`config.mk`:
```
export PLATFORM = sky130hd
export DESIGN_NAME = instruction_fetch_unit
export DESIGN_NICKNAME = d
export VERILOG_FILES = /design/src/rtl/instruction_fetch_unit.sv
export SDC_FILE = /design/constraint.sdc
export NUM_CORES = 1
export LEC_CHECK = 0
export CORE_AREA = 2 2 105 107
export CTS_CLUSTER_DIAMETER = 40
export CTS_CLUSTER_SIZE = 25
export DETAILED_ROUTE_END_ITERATION = 8
export DIE_AREA = 0 0 107 109
export PLACE_DENSITY = 0.84
export SYNTH_ARGS = -nofsm -noshare
export SYNTH_HDL_FRONTEND = slang
export SYNTH_SLANG_ARGS = --single-unit
```
`constraint.sdc`:
```
create_clock -name CLK -period 3.6 [get_ports CLK]
set_clock_uncertainty 0.2 [all_clocks]
set_input_delay 1.08 -clock CLK [delete_from_list [all_inputs] [get_ports CLK]]
set_output_delay 1.08 -clock CLK [all_outputs]
set_load 0.01 [all_outputs]
```
`src/rtl/instruction_fetch_unit.sv`:
```
// Instruction fetch unit: owns the PC, issues instruction-memory reads and
// presents {PC, PC+4, instruction} to the IF/ID register.
// Optional performance counters are compiled in when IF_PERF_COUNT_EN is defined.
//
// Handshakes:
//   IMEM side  - IMEM_READ high requests the word at IMEM_ADDRESS; IMEM_READDATA
//                is valid only in a cycle where IMEM_READ=1 and IMEM_BUSYWAIT=0.
//   IF/ID side - BUSYWAIT_OUT low means IF/ID loads {PC_OUT, INSTRUCTION_OUT}
//                at this posedge; high means IF/ID must hold its contents.
module instruction_fetch_unit #(
    parameter logic [31:0] RESET_PC  = 32'h00000000,
    parameter logic [31:0] NOP_INSTR = 32'h00000013
) (
    input  logic        CLK,
    input  logic        RESET,
    input  logic        STALL,
    input  logic        BRANCH_TAKEN,
    input  logic [31:0] BRANCH_TARGET,
    output logic        IMEM_READ,
    output logic [31:0] IMEM_ADDRESS,
    input  logic [31:0] IMEM_READDATA,
    input  logic        IMEM_BUSYWAIT,
    output logic [31:0] PC_OUT,
    output logic [31:0] PC_PLUS_FOUR_OUT,
    output logic [31:0] INSTRUCTION_OUT,
    output logic        BUSYWAIT_OUT,
`ifdef IF_PERF_COUNT_EN
    output logic [31:0] FETCH_COUNT,
    output logic [31:0] STALL_COUNT,
`endif
    output logic [1:0]  DBG_STATE
);

    typedef enum logic [1:0] {
        ST_FETCH = 2'd0,
        ST_WAIT  = 2'd1,
        ST_HOLD  = 2'd2
    } state_t;

    state_t      r_state;
    state_t      w_next_state;
    logic [31:0] r_pc;
    logic [31:0] r_hold;
    logic [31:0] w_next_pc;
    logic [31:0] w_pc_plus_four;
    logic [31:0] w_branch_pc;
    logic [31:0] w_instr;
    logic        w_capture;
    logic        w_busy;
    logic        w_read;

    // Low two bits are masked rather than sliced so the full target is consumed.
    assign w_branch_pc    = BRANCH_TARGET & 32'hFFFF_FFFC;
    assign w_pc_plus_four = r_pc + 32'd4;

    assign IMEM_ADDRESS     = r_pc & 32'hFFFF_FFFC;
    assign IMEM_READ        = w_read;
    assign PC_OUT           = r_pc;
    assign PC_PLUS_FOUR_OUT = w_pc_plus_four;
    assign INSTRUCTION_OUT  = w_instr;
    assign BUSYWAIT_OUT     = w_busy;
    assign DBG_STATE        = r_state;

    // State, PC and hold buffer; reset is asynchronous and discards any pending fetch.
    always_ff @(posedge CLK or posedge RESET) begin
        if (RESET) begin
            r_state <= ST_FETCH;
            r_pc    <= RESET_PC;
            r_hold  <= NOP_INSTR;
        end else begin
            r_state <= w_next_state;
            r_pc    <= w_next_pc;
            if (w_capture) begin
                r_hold <= IMEM_READDATA;
            end
        end
    end

    // Next state, next PC and IF/ID-facing outputs; branch overrides stall and memory wait.
    always_comb begin
        w_next_state = r_state;
        w_next_pc    = r_pc;
        w_busy       = 1'b1;
        w_instr      = r_hold;
        w_capture    = 1'b0;
        w_read       = (r_state != ST_HOLD);

        if (RESET) begin
            w_read       = 1'b0;
            w_instr      = NOP_INSTR;
            w_next_state = ST_FETCH;
            w_next_pc    = RESET_PC;
        end else if (BRANCH_TAKEN) begin
            // Flush: the NOP is loaded into IF/ID and any in-flight read is dropped.
            w_instr      = NOP_INSTR;
            w_busy       = 1'b0;
            w_next_pc    = w_branch_pc;
            w_next_state = ST_FETCH;
        end else begin
            case (r_state)
                ST_FETCH, ST_WAIT: begin
                    if (IMEM_BUSYWAIT) begin
                        w_next_state = ST_WAIT;
                    end else begin
                        w_instr   = IMEM_READDATA;
                        w_capture = 1'b1;
                        if (STALL) begin
                            w_next_state = ST_HOLD;
                        end else begin
                            w_busy       = 1'b0;
                            w_next_pc    = w_pc_plus_four;
                            w_next_state = ST_FETCH;
                        end
                    end
                end
                ST_HOLD: begin
                    if (!STALL) begin
                        w_busy       = 1'b0;
                        w_next_pc    = w_pc_plus_four;
                        w_next_state = ST_FETCH;
                    end
                end
                default: begin
                    w_next_state = ST_FETCH;
                end
            endcase
        end
    end

`ifdef IF_PERF_COUNT_EN
    logic [31:0] r_fetch_count;
    logic [31:0] r_stall_count;

    assign FETCH_COUNT = r_fetch_count;
    assign STALL_COUNT = r_stall_count;

    // Count real instruction loads (flush NOPs excluded) and IF/ID hold cycles.
    always_ff @(posedge CLK or posedge RESET) begin
        if (RESET) begin
            r_fetch_count <= 32'd0;
            r_stall_count <= 32'd0;
        end else begin
            if (!w_busy && !BRANCH_TAKEN) begin
                r_fetch_count <= r_fetch_count + 32'd1;
            end
            if (w_busy) begin
                r_stall_count <= r_stall_count + 32'd1;
            end
        end
    end
`endif

endmodule

```
# ---- Word-level counts from Yosys, hierarchy flattened
# Cells that the tools add are included.
dict set report word_totals {
  register_bits 66
  wordCells 38
}
dict set report classes {
  n_addsub 1
  n_eq_ne 5
  mux 25
  reduce_logical 4
}
# cell count
set ops {}
lappend ops {{$mux W32} 8}
lappend ops {{$pmux W32 S2} 1}
lappend ops {{$add A32 B3 Y32 const B} 1}
lappend ops {{$mux W2} 5}
lappend ops {{$mux W1} 9}
lappend ops {{$ne A4 B4 Y1 const B} 2}
lappend ops {{$pmux W2 S2} 1}
lappend ops {{$reduce_bool A4 Y1} 1}
lappend ops {{$eq A2 B1 Y1 const B} 1}
lappend ops {{$eq A2 B2 Y1 const B} 1}
lappend ops {{$logic_not A2 Y1} 1}
lappend ops {{$ne A2 B2 Y1 const B} 1}
lappend ops {{$pmux W1 S2} 1}
lappend ops {{$reduce_and A2 Y1} 1}
lappend ops {{$reduce_or A2 Y1} 1}

# ---- Depth between registers and ports, before layout
# Gate-level depths: netlist of run 1.
dict set report logic_depth {
  ltp_word 6
  mapped_depth 7
  mapped_depth_nobuf 5
}

# ---- Worst setup path before layout of run 1
# Ideal clock, no wire load.
dict set report synth_timing {
  path_type {in2out}
  start {input RESET}
  end {output INSTRUCTION_OUT[18]}
  t_arrival_ns 2.390
  t_required_ns 2.320
  slack_ns -0.070
  path_stages 5
  path_buffers 2
  path_cell_list {or2_2 > clkbuf_1 > nor3_1 > clkbuf_1 > a22o_1}
}
dict set report synth_between {
  elab_chain_cells 1
}
# element line_no
set synth_rtl {}
lappend synth_rtl {{start, declared} 15} ;# input logic RESET,
lappend synth_rtl {{$mux W32} 88} ;# if (RESET) begin
lappend synth_rtl {{end, declared} 25} ;# output logic [31:0] INSTRUCTION_OUT,
# Every way passes these cells.

# ---- Final worst setup path of run 1
dict set report layout_timing {
  start {register r_pc[18] (netlist: PC_OUT[18])}
  end {output PC_PLUS_FOUR_OUT[29]}
}
dict set report layout_between {
  elab_chain_cells 1
}
# element line_no
set layout_rtl {}
lappend layout_rtl {{start, declared} 42} ;# logic [31:0] r_pc;
lappend layout_rtl {{start signal, assigned} 72} ;# r_pc <= w_next_pc;
lappend layout_rtl {{$add A32 B3 Y32} 54} ;# assign w_pc_plus_four = r_pc + 32'd4;
lappend layout_rtl {{end, declared} 24} ;# output logic [31:0] PC_PLUS_FOUR_OUT,
# Every way passes these cells.

==> results of run 1 <==
-- cell usage after synthesis, types with 2 or more instances --
cell type  count  area (um^2)
inv_1          8        30.03
nor4_2         2        25.02
a211oi_1      11        82.58
nand3_1       15        75.07
xor2_1        12        105.1
o2111a_1       2        22.52
inv_2          2        7.510
xnor2_1       25        219.0
nand2b_1       2        12.51
a211o_1        3        26.28
nor4_1        11        68.82
a311oi_1       8        70.07
dfrtp_1       61         1526
nand4_1       18        112.6
dfstp_2        3        78.83
or4_1          4        30.03
and3_1         3        18.77
o21ai_0        7        35.03
or3_1          6        37.54
a22o_1        10        87.58
or2_2          3        18.77
a21oi_1        4        20.02
nor2b_1        2        12.51
buf_2          4        20.02
buf_1          3        11.26
nor3b_1        5        37.54
nand3b_1       2        15.01
nor3_1        20        100.1
nand2_1      159        596.8
o31ai_1        3        22.52
a2111oi_0      4        35.03
o22a_1         3        26.28
and4_1         7        61.31
o311ai_0       2        17.52
nor2_1        33        123.9
buf_4         36        270.3
clkbuf_1      38        142.6
-- worst paths after layout --
path,slack [ns],start,end,cells past startpoint
setup / recovery,-0.00008,PC_OUT[18],PC_PLUS_FOUR_OUT[29],7
hold / removal,0.27,r_hold[4],r_hold[4],2
setup reg to reg,0.94,DBG_STATE[1],PC_OUT[12],6
hold reg to reg,0.27,r_hold[4],r_hold[4],2
max in group asynchronous,1.55,RESET,PC_OUT[14],4
min in group asynchronous,0.95,RESET,PC_OUT[22],4
-- flip-flops by register name, summed over array words and instances, names as in the netlist --
register   cells
DBG_STATE      2
r_hold        32
PC_OUT        30
-- what timing repair did --
action / in CTS / in global routing
resized for setup: 200 / 20
buffers inserted: 18 / 5
endpoints found under the setup margin: 55 / 46
pin swaps: 16 / 9
hold buffers: 0 / 0
cloned: 3 / 1
-- layout make-up --
| cell class | instances | area [um^2] |
|---|---|---|
| inverters | 10 | 37.54 |
| multi-input cells | 408 | 2444 |
| clock buffers | 10 | 137.6 |
| repair buffers | 298 | 2699 |
| flip-flops and latches | 64 | 1610 |
| clock inverters | 6 | 82.58 |
| fillers | 838 | 3417 |
| well taps | 140 | 175.2 |
-- stage by stage --
stage	power (mW)	worst slack [ns]	instance area (um^2)	utilization, %
after floorplan	1.179	0.01518	4392	-
after global placement	1.511	-0.6768	6680	63.00
after CTS	2.231	0.001555	7096	66.92
after global routing	2.326	-0.1117	7186	67.77
after detailed placement	1.534	-0.6964	6680	63.00
final	2.234	-0.00008260	7186	67.77
-- layer usage --
layer	wire length [um]	GRT usage, %
met5	0	0
met4	520	13.54
met3	1252	4.603
met2	8103	45.95
met1	6650	35.43
-- where the power goes --
group	switching [mW]	internal (mW)
Sequential	0.0761	0.809
Clock	0.302	0.405
Combinational	0.301	0.341
-- critical path, delay by kind of cell (launching register included) --
kind	cells	cell delay, ns
and+or+nand+nor	3	0.50
DFF	1	0.38
buffers and inverters	3	0.94
xor gates and xnor gates	1	0.14
-- kinds of logic after synthesis --
kind of cell / Yosys count / synth area share, %
buf+inv: 92 / 11.15
other cells: 1 / 0.08588
simple gates: 296 / 31.81
mux: 1 / 0.3437
fa+ha+maj: 1 / 0.2865
flops: 64 / 36.76
compound gates: 67 / 12.15
xor+xnor: 37 / 7.421
==> impl_metrics.tcl, run 1 <==
set metrics [dict create \
    status "finished, violations left" \
    violations "negative setup slack" \
    worstMarginPinSlew_ns 0.9179 \
    tns_ns -0.00008260 \
    synth_cells 559 \
    cts_buffer_depth 2 \
    postRouteAntennaNets 0 \
    worst-path-max-fanout 11 \
    final_cell_mix "154 x nand2_1, 135 x clkdlybuf4s50_1, 90 x buf_4" \
    fmax_mhz 277.8 \
    wl_um 16530 \
    yosys_warnings 0 \
    fin_crit_ns 3.600 \
    final_max_slew_viol_count 0 \
    core_um2 10600 \
    setup_viol 1 \
    post-route-drc-count 0 \
    end_kind "output pin" \
    row_count 38 \
    antenna_found_initial 0 \
    ys_seq_elements 64 \
    slowest_delay_ns 0.56 \
    cts_tree "done" \
    syn_area_um2 4367 \
    synth_flop_cell "dfrtp_1" \
    path_cells "buf_4 > nand4_1 > nor3_1 > buf_4 > nand2_1 > xnor2_1 > clkdlybuf4s50_1" \
    async_reset_ff_share_pct 100.0 \
    hold_viol 0 \
    gp_congestion 0.9249 \
    die-area_um2 11660 \
    dp_hpwl_um 11390 \
    cts_made_buffers 9 \
    area_growth_pct 64.56 \
    cp.arrival_ns 2.32 \
    synth_cell_types 55 \
    slew_headroom_pct 38.80 \
    min_period_over_period_pct 100.0 \
    worstPathRequired_ns 2.32 \
    antenna_cells 0 \
    grtUsageTotal_pct 27.78 \
    power.density_nw_per_um2 310.9 \
    portBuffers 192 \
    syn_area_per_cell_um2 7.812 \
    finish.net_count 861 \
    whs_ns 0.2694 \
    crit_top_cell "buf_4" \
    grt_max_degree 71 \
    grt_setup_unrepaired "true" \
    overflow 0 \
    p_leak_nw 3.438 \
    instances_no_fill 936 \
    critPathKind "reg2out" \
    crit_path_start_kind "register" \
    yosysSeqAreaShare_pct 36.76 \
    cts-root-buf "clkbuf_8" \
    layout-drive-gt1-share_pct 25.00 \
    ios 201 \
    grt_pass1_wl_um 25460 \
    dpl.cell_count 895 \
    fin_ws_ns -0.00008260 \
    clock_latency_ns 0.35 \
    critPathSlowestCell "clkdlybuf4s50_1" \
    vias_per_cell 5.468 \
    hold_path.class "reg2reg" \
    initial_core_util_pct 41.18 \
    vias 5118 \
    cts_sinks 64 \
    grt_pass1_vias 5039 \
    route.detailed.wl_per_inst_um 17.66 \
    peakVddDrop_mv 0.2011 \
    first_iter_violations 431 \
    ctsHtreeMaxLevel 3 \
    fp.dieW_um 107 \
    final_common_cell "nand2_1" \
    fp.dieH_um 109 \
    synth_edf_count 0 \
    drt_pass1_iterations 7 \
    clk_pin_slew_ns 0.08 \
    max_cap_viol_count 0 \
]
Power figures use the tool's default switching activity.
==> run 2, diff against run 1 <==
--- a/config.mk
+++ b/config.mk
@@ -10,7 +10,7 @@
 export CTS_CLUSTER_SIZE = 25
 export DETAILED_ROUTE_END_ITERATION = 8
 export DIE_AREA = 0 0 107 109
-export PLACE_DENSITY = 0.84
+export PLACE_DENSITY = 0.92
 export SYNTH_ARGS = -nofsm -noshare
 export SYNTH_HDL_FRONTEND = slang
 export SYNTH_SLANG_ARGS = --single-unit
==> impl_metrics.tcl, run 2 (same netlist as run 1, synthesis figures left out) <==
set metrics [dict create \
    clk_pin_slew_ns 0.08 \
    crit_path_start_kind "register" \
    cts_made_buffers 9 \
    die-area_um2 11660 \
    slew_headroom_pct 40.09 \
    design_area_um2 7149 \
    post-route-drc-count 0 \
    fillers 844 \
    antenna_found_initial 0 \
    grt_pass1_vias 5043 \
    min_path_cells 2 \
    max_cap_viol_count 0 \
    final_cell_mix "156 x nand2_1, 137 x clkdlybuf4s50_1, 87 x buf_4" \
    min_period_over_period_pct 101.4 \
    fin_crit_ns 3.652 \
    worstPathRequired_ns 2.32 \
    violations "negative setup slack" \
    vias_per_cell 5.509 \
    layout-drive-gt1-share_pct 24.12 \
    ctsHtreeMaxLevel 3 \
    instances_no_fill 932 \
    cts_buffer_depth 2 \
    final_common_cell "nand2_1" \
    area_growth_pct 63.73 \
    ios 201 \
    fin_ws_ns -0.05204 \
    grtUsageTotal_pct 28.97 \
    worst-path-max-fanout 4 \
    final_core_util_pct 67.43 \
    hold_path.class "reg2reg" \
    setup_viol 1 \
    r2r_slack_ns 1.02 \
    end_kind "output pin" \
    hold_viol 0 \
    cts_sinks 64 \
    grt_setup_unrepaired "true" \
    largest_reg_flops 32 \
    place_area_um2 6673 \
    hold_path_end "r_hold[0]" \
    vias 5134 \
    multi_input_area_um2 2450 \
    power.density_nw_per_um2 317.3 \
    cts_tree "done" \
    gp_congestion 0.9499 \
    initial_core_util_pct 41.18 \
    place_ws_ns -0.8211 \
    core_um2 10600 \
    r2r-start "DBG_STATE[1]" \
    status "finished, violations left" \
    wl_um 16890 \
    worst-r2r-cell-count 6 \
    clock_latency_ns 0.34 \
    cts-root-buf "clkbuf_8" \
    first_iter_violations 494 \
    largest-register "r_hold" \
    overflow 0 \
    cp.arrival_ns 2.37 \
    worstMarginPinSlew_ns 0.8987 \
    antenna_cells 0 \
    finish.net_count 857 \
    p_leak_nw 3.346 \
    p_total_mw 2.269 \
    ff_latch_area_um2 1609 \
    portBuffers 192 \
    drt_pass1_iterations 5 \
    route.detailed.wl_per_inst_um 18.12 \
    r2r_end "PC_OUT[23]" \
    dpl.cell_count 894 \
    critPathKind "reg2out" \
    grt_pass1_wl_um 26480 \
    hp-start "r_hold[0]" \
    postRouteAntennaNets 0 \
    fp.dieW_um 107 \
    dp_hpwl_um 11750 \
    grt_max_degree 71 \
    fp.dieH_um 109 \
    final_max_slew_viol_count 0 \
    fmax_mhz 273.8 \
    row_count 38 \
    peakVddDrop_mv 0.1992 \
]
run 2: worst max-delay path by stage:
stage	from	end	slack, ns	depth (start not counted)
after floorplan	RESET	INSTRUCTION_OUT[12]	0.02	7
after global placement	RESET	INSTRUCTION_OUT[6]	-0.77	8
after detailed placement	BRANCH_TAKEN	INSTRUCTION_OUT[23]	-0.82	7
after CTS	PC_OUT[3]	PC_PLUS_FOUR_OUT[30]	-0.09	9
after global routing	PC_OUT[2]	PC_PLUS_FOUR_OUT[30]	-0.16	9
final	PC_OUT[2]	PC_PLUS_FOUR_OUT[30]	-0.05	9
run 2: per-stage QoR:
step	TNS, ns	hold slack [ns]
floorplan	0	0.2392
global placement	-24.80	0.2490
detailed placement	-25.99	0.2531
CTS	-0.08956	0.2625
global route	-0.1925	0.2810
finish	-0.05204	0.2633
run 2: critical path, cell delays in order (launching register included):
cell     delay, ns
dfrtp_1       0.40
ha_4          0.17
nand3_4       0.07
or4_4         0.57
buf_6         0.15
buf_6         0.10
buf_6         0.12
nor4_4        0.14
xor2_1        0.16
buf_2         0.16
run 2: report_power, final:
group | total (mW) | switching [mW] | internal (mW)
combinational | 0.644 | 0.303 | 0.342
sequential | 0.888 | 0.0798 | 0.808
clock | 0.736 | 0.338 | 0.398
total | 2.27 | 0.721 | 1.55
run 2: area by class of cell:
type	instances	area share, %
Inverter	10	0.5250
Tap cell	140	2.450
Sequential cell	64	22.51
Timing Repair Buffer	294	37.08
Clock buffer	9	1.733
Multi-Input combinational cell	408	34.27
Clock inverter	7	1.435
run 2: metal layers:
| metal | part of all wire [%] | track usage (%) | up-vias |
|---|---|---|---|
| met5 | 0 | 0 | - |
| met4 | 2.5 | 9.740 | 0 |
| met3 | 8.0 | 4.782 | 44 |
| met2 | 48 | 48.27 | 297 |
| met1 | 41 | 38.52 | 2444 |
| li1 | - | - | 2349 |
run 2: repair_timing:
action,4_1_cts,5_1_grt
gates resized for setup,200,16
gates cloned,5,1
setup buffers,13,6
endpoints found under the setup margin,55,42
hold buffers,0,0
pin swaps,13,8
==> run 3, diff against run 2 <==
--- a/config.mk
+++ b/config.mk
@@ -5,6 +5,7 @@
 export SDC_FILE = /design/constraint.sdc
 export NUM_CORES = 1
 export LEC_CHECK = 0
+export CAP_MARGIN = 0
 export CORE_AREA = 2 2 105 107
 export CTS_CLUSTER_DIAMETER = 40
 export CTS_CLUSTER_SIZE = 25
==> results of run 3 <==
Same layout as run 2: the final DEF is identical, and so are final timing and power.
